## src/rtl/lsu_ctrl.sv

```systemverilog
// lsu_ctrl: load/store sequencer between the core memory stage and a word-wide data-memory port.
// Build option LSU_MISALIGN_TRAP_EN: fault misaligned accesses instead of clearing the offending address bits.
module lsu_ctrl #(
  parameter int TIMEOUT_CYCLES = 64,
  parameter int ADDR_W         = 32
) (
  input  logic              clk,
  input  logic              rst_n,
  input  logic              req_valid,
  output logic              req_ready,
  input  logic              req_we,
  input  logic [2:0]        req_funct3,
  input  logic [ADDR_W-1:0] req_addr,
  input  logic [31:0]       req_wdata,
  output logic              resp_valid,
  output logic [31:0]       resp_rdata,
  output logic              resp_err,
  output logic              mem_req,
  input  logic              mem_gnt,
  output logic              mem_we,
  output logic [ADDR_W-1:0] mem_addr,
  output logic [3:0]        mem_be,
  output logic [31:0]       mem_wdata,
  input  logic              mem_rvalid,
  input  logic [31:0]       mem_rdata
);

  // state | meaning
  // IDLE  | ready to accept a request
  // REQ   | mem_req asserted, waiting for mem_gnt
  // WAIT  | request granted, waiting for mem_rvalid
  // RESP  | one-cycle response strobe, then back to IDLE
  typedef enum logic [1:0] {IDLE, REQ, WAIT, RESP} state_t;

  localparam logic [7:0] TC_LAST = 8'(TIMEOUT_CYCLES - 1);

  state_t      state;
  logic [7:0]  cnt;
  logic        cap_we;
  logic [2:0]  cap_f3;
  logic [1:0]  cap_lo;

  logic [1:0]  size;
  logic        illegal;
  logic        fault;
  logic [1:0]  lo_eff;
  logic [3:0]  be_n;
  logic [31:0] wdata_n;
  logic [31:0] lane;
  logic [31:0] ext_rdata;

  always_comb begin
    size = req_funct3[1:0];
    if (req_we)
      illegal = req_funct3[2] || (req_funct3[1:0] == 2'b11);
    else
      illegal = (req_funct3 == 3'b011) || (req_funct3[2:1] == 2'b11);
  end

`ifdef LSU_MISALIGN_TRAP_EN
  logic misaligned;
  assign misaligned = ((size == 2'b01) && req_addr[0]) ||
                      ((size == 2'b10) && (req_addr[1:0] != 2'b00));
  assign fault  = illegal || misaligned;
  assign lo_eff = req_addr[1:0];
`else
  // Without trapping, the offset is truncated to the natural alignment of the access.
  assign fault = illegal;
  always_comb begin
    case (size)
      2'b01:   lo_eff = {req_addr[1], 1'b0};
      2'b10:   lo_eff = 2'b00;
      default: lo_eff = req_addr[1:0];
    endcase
  end
`endif

  always_comb begin
    be_n    = 4'b1111;
    wdata_n = '0;
    if (req_we) begin
      case (size)
        2'b00: begin
          be_n    = 4'b0001 << lo_eff;
          wdata_n = {4{req_wdata[7:0]}};
        end
        2'b01: begin
          be_n    = 4'b0011 << lo_eff;
          wdata_n = {2{req_wdata[15:0]}};
        end
        default: begin
          be_n    = 4'b1111;
          wdata_n = req_wdata;
        end
      endcase
    end
  end

  always_comb begin
    lane = mem_rdata >> {cap_lo, 3'b000};
    case (cap_f3)
      3'b000:  ext_rdata = {{24{lane[7]}}, lane[7:0]};
      3'b100:  ext_rdata = {24'd0, lane[7:0]};
      3'b001:  ext_rdata = {{16{lane[15]}}, lane[15:0]};
      3'b101:  ext_rdata = {16'd0, lane[15:0]};
      default: ext_rdata = lane;
    endcase
  end

  always_ff @(posedge clk or negedge rst_n) begin
    if (!rst_n) begin
      state      <= IDLE;
      cnt        <= '0;
      cap_we     <= 1'b0;
      cap_f3     <= '0;
      cap_lo     <= '0;
      req_ready  <= 1'b1;
      resp_valid <= 1'b0;
      resp_rdata <= '0;
      resp_err   <= 1'b0;
      mem_req    <= 1'b0;
      mem_we     <= 1'b0;
      mem_addr   <= '0;
      mem_be     <= '0;
      mem_wdata  <= '0;
    end else begin
      case (state)
        IDLE: begin
          if (req_valid) begin
            req_ready <= 1'b0;
            cap_we    <= req_we;
            cap_f3    <= req_funct3;
            cap_lo    <= lo_eff;
            if (fault) begin
              state      <= RESP;
              resp_valid <= 1'b1;
              resp_err   <= 1'b1;
              resp_rdata <= '0;
            end else begin
              state     <= REQ;
              cnt       <= '0;
              mem_req   <= 1'b1;
              mem_we    <= req_we;
              mem_addr  <= {req_addr[ADDR_W-1:2], 2'b00};
              mem_be    <= be_n;
              mem_wdata <= wdata_n;
            end
          end
        end

        REQ: begin
          // Timeout wins over a grant arriving in the same cycle: the access is abandoned.
          if (cnt == TC_LAST) begin
            state      <= RESP;
            mem_req    <= 1'b0;
            mem_we     <= 1'b0;
            mem_addr   <= '0;
            mem_be     <= '0;
            mem_wdata  <= '0;
            resp_valid <= 1'b1;
            resp_err   <= 1'b1;
            resp_rdata <= '0;
          end else begin
            cnt <= cnt + 8'd1;
            if (mem_gnt) begin
              state     <= WAIT;
              mem_req   <= 1'b0;
              mem_we    <= 1'b0;
              mem_addr  <= '0;
              mem_be    <= '0;
              mem_wdata <= '0;
            end
          end
        end

        WAIT: begin
          if (mem_rvalid) begin
            state      <= RESP;
            resp_valid <= 1'b1;
            resp_err   <= 1'b0;
            resp_rdata <= cap_we ? 32'd0 : ext_rdata;
          end else if (cnt == TC_LAST) begin
            state      <= RESP;
            resp_valid <= 1'b1;
            resp_err   <= 1'b1;
            resp_rdata <= '0;
          end else begin
            cnt <= cnt + 8'd1;
          end
        end

        RESP: begin
          state      <= IDLE;
          resp_valid <= 1'b0;
          resp_err   <= 1'b0;
          resp_rdata <= '0;
          req_ready  <= 1'b1;
        end

        default: state <= IDLE;
      endcase
    end
  end

endmodule

```

## config.mk

```make
export PLATFORM = sky130hd
export DESIGN_NAME = lsu_ctrl
export DESIGN_NICKNAME = d
export VERILOG_FILES = /design/src/rtl/lsu_ctrl.sv
export SDC_FILE = /design/constraint.sdc
export NUM_CORES = 1
export LEC_CHECK = 0
export CAP_MARGIN = 40
export CORE_ASPECT_RATIO = 1.4
export CORE_UTILIZATION = 51
export CTS_BUF_LIST = sky130_fd_sc_hd__clkbuf_4 sky130_fd_sc_hd__clkbuf_8
export DETAILED_ROUTE_END_ITERATION = 6
export PLACE_DENSITY = 0.88
export REMOVE_ABC_BUFFERS = 1
export SYNTH_ARGS = -nofsm -noshare
export SYNTH_HDL_FRONTEND = slang
export SYNTH_SLANG_ARGS = --single-unit
```

## constraint.sdc

```tcl
create_clock -name clk -period 3.7 [get_ports clk]
set_input_delay 0.74 -clock clk [delete_from_list [all_inputs] [get_ports clk]]
set_output_delay 0.74 -clock clk [all_outputs]
set_load 0.005 [all_outputs]
```

# ---- Word level (Yosys, flattened, before mapping)
# Index checks and enable logic that the tools add are counted.
dict set report totals {
  inputBits 105
  ff_bits 121
  out_inout_bits 105
  word_cells 106
}
dict set report classes {
  addsub 1
  eq_ne 18
  n_shift 3
  n_mux 56
  reduce_logical 14
}
# operator n
set op_table {}
lappend op_table {{32-bit 2-to-1 mux} 12}
lappend op_table {{32-bit one-hot mux with 4 select lines} 2}
lappend op_table {{32-bit one-hot mux with 2 select lines} 3}
lappend op_table {{8-bit 2-to-1 mux} 4}
lappend op_table {{32-bit by 5-bit right shift with 32-bit output} 1}
lappend op_table {{8-bit one-hot mux with 3 select lines} 1}
lappend op_table {{4-bit 2-to-1 mux} 5}
lappend op_table {{4-bit one-hot mux with 2 select lines} 2}
lappend op_table {{1-bit 2-to-1 mux} 14}
lappend op_table {{2-bit 2-to-1 mux} 6}
lappend op_table {{2-bit == test (second input constant)} 5}
lappend op_table {{8-bit by 1-bit adder with 8-bit output (second input constant)} 1}
lappend op_table {{8-bit by 6-bit == test with 1-bit output (second input constant)} 1}
lappend op_table {{2-bit != test (second input constant)} 4}
lappend op_table {{1-bit one-hot mux with 4 select lines} 2}
lappend op_table {{2-bit one-hot mux with 4 select lines} 1}
lappend op_table {{4-bit AND reduction} 2}
lappend op_table {{3-bit == test (second input constant)} 2}
lappend op_table {{3-bit != test (second input constant)} 2}
lappend op_table {{1-bit one-hot mux with 2 select lines} 3}
lappend op_table {{2-bit AND reduction} 3}
lappend op_table {{2-bit by 1-bit == test with 1-bit output (second input constant)} 2}
lappend op_table {{2-bit zero test} 2}
lappend op_table {{2-bit one-hot mux with 2 select lines} 1}
lappend op_table {{9 further kinds} 11}

# ---- Logic depth before layout (Yosys ltp)
# Gate-level depths: netlist (run 1).
dict set report depth {
  ltp_word 8
  ltp_mapped 9
  mapped_depth_nobuf 6
}

# ---- Worst setup path after synthesis (run 1)
# Ideal clock, no wire load.
dict set report synth_path {
  kind {input port to flip-flop}
  startpoint {input req_funct3[0]}
  endpoint {register mem_addr[29]}
  arrival_ns 2.188
  path_stages 7
  path_buffers 2
  slack_ns 1.384
  t_required_ns 3.573
  setup_ns 0.127
  cell_sequence {ha_1 -> o21ai_0 -> nor2_1 -> a221oi_4 -> buf_6 -> buf_8 -> mux2_1}
}
dict set report synth_via {
  elab_chain_len 5
  elab_cells_between_ends 7
  cone_classes {eq/ne: 3; mux: 1; reduce/logical: 3}
}
# item line_no
set synth_rtl {}
lappend synth_rtl {{from (decl)} 12} ;# input logic [2:0] req_funct3,
lappend synth_rtl {{3-bit by 2-bit == test with 1-bit output or 2-bit == test (tied branches)} {57, 55}}
lappend synth_rtl {{1-bit logical OR, on equally long branches} {57, 55}}
lappend synth_rtl {{1-bit 2-to-1 mux *} 54} ;# if (req_we)
lappend synth_rtl {{2-bit != test (no line) *} n/a}
lappend synth_rtl {{4-bit AND reduction (no line) *} n/a}
lappend synth_rtl {{to (signal assigned)} 144} ;# mem_addr <= {req_addr[ADDR_W-1:2], 2'b00};
lappend synth_rtl {{to (decl)} 21} ;# output logic [ADDR_W-1:0] mem_addr,
# Mark *: on every way between the ends. The rest lies on a longest branch, timed or not.
# A chain may end at the register's enable or synchronous reset.

# ---- Worst setup path in the final report (run 1)
dict set report layout_path {
  startpoint {input req_we}
  endpoint {register mem_wdata[10]}
}
dict set report layout_via {
  elab_chain_len 4
  elab_cells_between_ends 7
  cone_classes {eq/ne: 1; mux: 5; reduce/logical: 1}
}
# item line_no
set layout_rtl {}
lappend layout_rtl {{from (decl)} 11} ;# input logic req_we,
lappend layout_rtl {{32-bit 2-to-1 mux} 81} ;# if (req_we) begin
lappend layout_rtl {{32-bit 2-to-1 mux} 134} ;# if (fault) begin
lappend layout_rtl {{32-bit 2-to-1 mux} 129} ;# if (req_valid) begin
lappend layout_rtl {{32-bit one-hot mux with 2 select lines} 127} ;# case (state)
lappend layout_rtl {{to (signal assigned)} 146} ;# mem_wdata <= wdata_n;
lappend layout_rtl {{to (decl)} 23} ;# output logic [31:0] mem_wdata,
# Parallel ways exist; a longest one is shown, timed or not. The select of a mux whose other input is x is not followed.

==> out/metrics.csv, run 1 <==
stage,metric,value,unit
status,status,"finished, final reports clean",
cells_and_area,drive_gt1_share,14.2,%
pwr,power.density,704,nW/um^2
yosys,yosysWarnings,0,
yosys,synth_top_cells_by_area,"dfrtp_1 (48%), mux2_2 (11%), mux2i_1 (5.9%)",
pwr,internal_power,0.00391,W
yosys,synth_mux_area_share,17.9,%
cells_and_area,final_util,73.3,%
yosys,synth_compound_area_share,15.4,%
die,core,11800,um^2
timing,post-route-min-period,2800,ps
critical_path,startpoint_type,input pin,
route,drc_errors,0,
yosys,ys.flop_type,dfrtp_1,
clocking,cts_buffers,17,
clocking,root_buffer,clkbuf_8,
grt,antenna_found_initial,0,
grt,grt_max_degree,73,
die,rows,47,
job,cap_violations,0,
route,dr.pass1.iters,5,
yosys,yosysTopAreaCell,dfrtp_1,
critical_path,slowest_stage,nor3b_1,
clocking,hold_buffers,0,
placement,place_hpwl,12.0,mm
yosys,synth_area,6160,um^2
yosys,synth_top_family_by_area,multiplexers,
pwr,p_clk_share,17.3,%
cells_and_area,final_cell_area,8660,um^2
critical_path,max_stage_delay,570,ps
cells_and_area,final_cell_mix,"clkdlybuf4s50_1 (206), dfrtp_1 (118), mux2_2 (62), nand2_1 (47), a21oi_1 (40)",
timing,hold_viol_final,0,
die,top_level_ports,210,
route,wl_per_cell,18.3,um
route,first_iter_violations,225,
route,via_per_inst,5.77,
die,dieArea,12500,um^2
yosys,synthXorXnorAreaFrac,0,%
yosys,synth_simple_gate_area_share,11.5,%
pwr,max-vdd-ir-drop,0.471,mV
grt,grt_pass1_vias,5395,
timing,fin_skew,13.7,ps
critical_path,crit_arrival,3100,ps
critical_path,worstSetupPathType,in2reg,
pwr,p_sw_share,35.9,%
pwr,pwr-share-comb,50.1,%
grt,grt_pass1_wl,27.2,mm
yosys,syn_inst,572,
clocking,cts.sinks,119,
critical_path,reg2reg_to,mem_wdata[10]$_DFFE_PN0P_,
route,wl,16.9,mm
pwr,p_switching,0.00219,W
critical_path,crit_chain,clkdlybuf4s50_1 > nor3b_1 > nor2_1 > a221oi_4 > buf_12 > mux2_2,
clocking,cts_buffer_depth,2,
yosys,synth_edf_count,0,
timing,rsz0062_at_grt,false,
pwr,p_total,0.00610,W
grt,overflow,0,
timing,period_share,75.7,%
timing,finalSetupViolCount,0,
grt,grt_use_total,28.1,%
clocking,cts_tree,built,
timing,drv_slew,0,
timing,timing.hold.ws,313,ps
yosys,synth_area_per_cell,10.8,um^2
placement,place_area,8310,um^2
cells_and_area,fin_nets,883,
timing,worst_slew_pin_slew,916,ps
route,ant_nets,0,
yosys,yosys.area.top_type_share,48.0,%
critical_path,critPathMaxFanout,68,
yosys,yosysSeqAreaShare,48.4,%
timing,max_freq,0.357,GHz
cells_and_area,syn_to_final_growth,40.6,%
yosys,synth_cell_types,54,
route,route.vias.total,5356,
cells_and_area,mostFrequentLayoutCell,clkdlybuf4s50_1,
critical_path,startpoint,req_we,
pwr,p_leak,3.63,nW
critical_path,reg2regPathDepth,6,
yosys,ys_async_sr_fraction,100,%
hold_path,min_path_type,in2async,
critical_path,end_kind,flip-flop,
placement,finalWeightedCongestion,0.875,
clocking,clock_latency,420,ps
critical_path,required,4000,ps
clocking,cts_setup_buffers,0,
clocking,clk_pin_slew_worst_paths,70,ps
yosys,synth_seq_cells,119,
timing,maxSlewHeadroom,38.8,%
pwr,seqPwrFrac,32.6,%
placement,port_buffers,207,
die,initial_utilization,52.1,%
critical_path,ff2ff_setup_slack,970,ps
clocking,htreeDepth,4,
die,die_x,94.9,um
critical_path,endpoint,mem_wdata[10]$_DFFE_PN0P_,
yosys,synth_adder_area_share,1.63,%
critical_path,r2r-start,state[0]$_DFFE_PN0P_,
cells_and_area,antennaDiodeCount,0,
clocking,ctsResizeCount,0,
die,die_h,132,um
flip-flops by register name (all words and copies together), names as in the netlist:
register    flops
mem_wdata      32
resp_rdata     32
mem_addr       30
cnt             8
mem_be          4
cap_f3          3
cap_lo          2
state           2
cap_we          1
mem_req         1
mem_we          1
req_ready       1
resp_err        1
resp_valid      1
power groups by stage:
stage                     sequential (W)  clock (W)  combinational (W)
after floorplan                  0.00205          0            0.00163
after global placement           0.00198          0            0.00291
after detailed placement         0.00200          0            0.00304
after CTS                        0.00199    0.00107            0.00306
after global routing             0.00204    0.00113            0.00329
final                            0.00199    0.00105            0.00306
kinds of logic (layout without fill, tap and decap cells):
logic type / count (synthesis) / after routing
other: 1 / 2
flip-flops: 119 / 119
buffers and inverters: 69 / 277
multiplexers: 101 / 101
AND/OR/NAND/NOR: 134 / 134
adder cells (fa/ha/maj): 8 / 8
AO/OA/AOI/OAI: 140 / 140
worst max-delay path: cells and delay by family:
| family | cells | cell delay (ps) |
|---|---|---|
| AOI/OAI and AO/OA | 1 | 260 |
| buffers and inverters | 2 | 920 |
| muxes | 1 | 390 |
| and+or+nand+nor | 2 | 730 |
per-stage QoR:
stage / cells / setup TNS [ps] / setup slack, ps
final: 928 / 0 / 898
after global routing: 928 / 0 / 772
after CTS: 927 / 0 / 944
after detailed placement: 897 / 0 / 524
after global placement: 895 / 0 / 581
after floorplan: 533 / -19470 / -333
cell usage after synthesis, types with 2 or more instances:
| library cell | n |
|---|---|
| o31ai_1 | 5 |
| nor2_1 | 17 |
| nor2b_1 | 32 |
| a221o_1 | 16 |
| o2bb2ai_1 | 15 |
| nor4_1 | 4 |
| nand2_1 | 47 |
| or2_2 | 2 |
| mux2i_1 | 36 |
| dfrtp_1 | 118 |
| mux2_2 | 62 |
| a22oi_1 | 5 |
| buf_4 | 6 |
| nand2b_1 | 6 |
| a31oi_1 | 6 |
| buf_2 | 3 |
| clkbuf_1 | 21 |
| or4_1 | 4 |
| or3_1 | 3 |
| nand3_1 | 3 |
| buf_1 | 7 |
| o21a_1 | 3 |
| o21ai_0 | 34 |
| a21oi_1 | 40 |
| o21bai_1 | 3 |
| nor3b_1 | 2 |
| buf_6 | 2 |
| mux2_1 | 2 |
| ha_1 | 8 |
| nand3b_1 | 8 |
| inv_1 | 29 |
cell type report:
cell class / instances / area (um^2)
multi-input cells: 385 / 2870
flip-flops and latches: 119 / 2980
clock buffers: 20 / 263
inverters: 29 / 109
repair buffers: 218 / 2170
clock inverters: 10 / 82.6
well taps: 147 / 184
fillers: 865 / 3160
how the worst min path moves through the flow:
| stage | start | cells after the start | slack (ps) | to |
|---|---|---|---|---|
| after CTS | rst_n | 1 | 320 | cnt[1]$_DFFE_PN0P_ |
| final | rst_n | 1 | 310 | cnt[0]$_DFFE_PN0P_ |
| after global placement | mem_addr[29]$_DFFE_PN0P_ | 1 | 470 | mem_addr[29]$_DFFE_PN0P_ |
| after floorplan | rst_n | 0 | 440 | cap_f3[0]$_DFFE_PN0P_ |
| after global routing | rst_n | 1 | 350 | cnt[0]$_DFFE_PN0P_ |
| after detailed placement | resp_rdata[15]$_DFFE_PN0P_ | 1 | 470 | resp_rdata[15]$_DFFE_PN0P_ |
routing by layer:
layer	up-vias	share of wire, %	global-route usage (%)
met5	-	0	0
li1	2449	-	-
met2	212	53	48.8
met3	41	6.1	5.07
met4	0	2.9	12.6
met1	2654	38	33.3
Note: power is estimated with default switching activity, not from simulation.
==> run 2: changes to the inputs <==
Settings changed: CORE_UTILIZATION 51 to 47, PLACE_DENSITY 0.88 to 0.82.
Clock period 3.7 ns to 2.6 ns, I/O delays scaled along.
==> out/metrics.csv, run 2 (synthesized netlist as in run 1, its figures left out) <==
stage,metric,value,unit
status,status,"finished, final reports clean",
die,initial_utilization,48.1,%
grt,grt_pass1_wl,27.5,mm
timing,timing.hold.ws,39.9,ps
critical_path,critPathMaxFanout,20,
critical_path,startpoint,cnt[0]$_DFFE_PN0P_,
route,first_iter_violations,237,
critical_path,r2r-start,cnt[0]$_DFFE_PN0P_,
grt,grt_pass1_vias,5635,
critical_path,end_kind,flip-flop,
timing,period_share,94.1,%
route,met2_length,9.46,mm
grt,grt_use_total,26.0,%
cells_and_area,reg_top3,"mem_wdata: 32 flops, resp_rdata: 32 flops, mem_addr: 30 flops",
cells_and_area,drive_gt1_share,17.3,%
clocking,clk_pin_slew_worst_paths,80,ps
critical_path,startpoint_type,flip-flop,
pwr,max-vdd-ir-drop,0.832,mV
route,drt-met1-wl,6.51,mm
clocking,root_buffer,clkbuf_8,
critical_path,endpoint,mem_wdata[5]$_DFFE_PN0P_,
route,via_per_inst,5.67,
job,cap_violations,0,
critical_path,reg2regPathDepth,8,
clocking,cts_buffer_depth,2,
cells_and_area,fin_nets,910,
timing,post-route-min-period,2450,ps
cells_and_area,n_fill_cell,946,
route,wl_per_cell,18.1,um
die,rows,49,
clocking,cts_setup_buffers,0,
critical_path,reg2reg_to,mem_wdata[5]$_DFFE_PN0P_,
route,wl,17.5,mm
timing,rsz0062_at_grt,false,
route,wl_met3,1.12,mm
hold_path,min_path_type,in2async,
clocking,clock_latency,430,ps
clocking,cts_buffers,17,
timing,worst_slew_pin_slew,691,ps
critical_path,worstSetupPathType,reg2reg,
pwr,power.density,1040,nW/um^2
cells_and_area,final_cell_mix,"clkdlybuf4s50_1 (206), dfrtp_1 (118), mux2_2 (62), nand2_1 (47), a21oi_1 (40)",
timing,drv_slew,0,
clocking,htreeDepth,4,
critical_path,crit_arrival,2790,ps
timing,hold_viol_final,0,
placement,place_hpwl,12.7,mm
cells_and_area,antennaDiodeCount,0,
timing,finalSetupViolCount,0,
route,route.vias.total,5460,
grt,grt_max_degree,42,
placement,port_buffers,207,
die,dieArea,13600,um^2
die,top_level_ports,210,
timing,maxSlewHeadroom,53.8,%
cells_and_area,syn_to_final_growth,46.8,%
grt,overflow,0,
die,die_x,98.7,um
grt,antenna_found_initial,0,
critical_path,required,2940,ps
placement,finalWeightedCongestion,0.827,
die,die_h,137,um
clocking,ctsResizeCount,0,
critical_path,ff2ff_setup_slack,150,ps
timing,fin_skew,12.5,ps
route,dr.pass1.iters,5,
cells_and_area,mostFrequentLayoutCell,clkdlybuf4s50_1,
route,drc_errors,0,
pwr,p_leak,3.82,nW
clocking,cts.sinks,119,
die,core,12800,um^2
route,highest_layer,met4,
timing,max_freq,0.409,GHz
clocking,cts_tree,built,
clocking,hold_buffers,0,
pwr,p_total,0.00937,W
route,ant_nets,0,
==> run 2: layer usage <==
layer  vias to the layer above  GRT usage (%)
li1                       2510              -
met1                      2701           29.0
met2                       214           47.9
met3                        35           6.19
met4                         0           10.1
met5                         -              0
==> run 2: layout make-up <==
type	count	area, um^2	share of cell area [%]
multi-input combinational	385	2870	31.8
sequential	119	2980	33.0
inverter	29	109	1.20
clock buffer	18	248	2.74
tap	153	191	2.12
timing repair buffer	245	2440	27.0
clock inverter	14	200	2.22
==> run 2: worst min-delay path by stage <==
stage / from / end / slack (ps) / cells after the start
after floorplan: rst_n / cap_f3[0]$_DFFE_PN0P_ / 220 / 0
after global placement: mem_addr[29]$_DFFE_PN0P_ / mem_addr[29]$_DFFE_PN0P_ / 470 / 1
after detailed placement: resp_rdata[9]$_DFFE_PN0P_ / resp_rdata[9]$_DFFE_PN0P_ / 480 / 1
after CTS: rst_n / resp_valid$_DFFE_PN0P_ / 40 / 1
after global routing: rst_n / resp_valid$_DFFE_PN0P_ / 50 / 1
final: rst_n / resp_valid$_DFFE_PN0P_ / 40 / 1
==> run 2: power breakdown <==
part,switching (W),internal (W)
logic,0.00207,0.00258
registers,0.000392,0.00246
clock network,0.000792,0.00108
==> run 2: per-stage QoR <==
| step | cell area [um^2] | TNS, ps | instances | util [%] | setup slack [ps] |
|---|---|---|---|---|---|
| finish | 9040 | 0 | 963 | 70.5 | 152 |
| global route | 9040 | 0 | 963 | 70.5 | 39.3 |
| floorplan | 5960 | -95170 | 533 | - | -1430 |
| global placement | 8580 | 0 | 930 | 67.0 | 28.0 |
| detailed placement | 8590 | -11.8 | 931 | 67.0 | -7.72 |
| CTS | 9040 | 0 | 963 | 70.5 | 153 |
==> run 2: critical path, stage by stage, from the launching register on <==
cell	delay, ps
dfrtp_1	400
ha_1	260
nand2_1	110
or4_1	500
a221oi_4	350
buf_12	170
buf_12	170
buf_4	190
mux2i_1	210
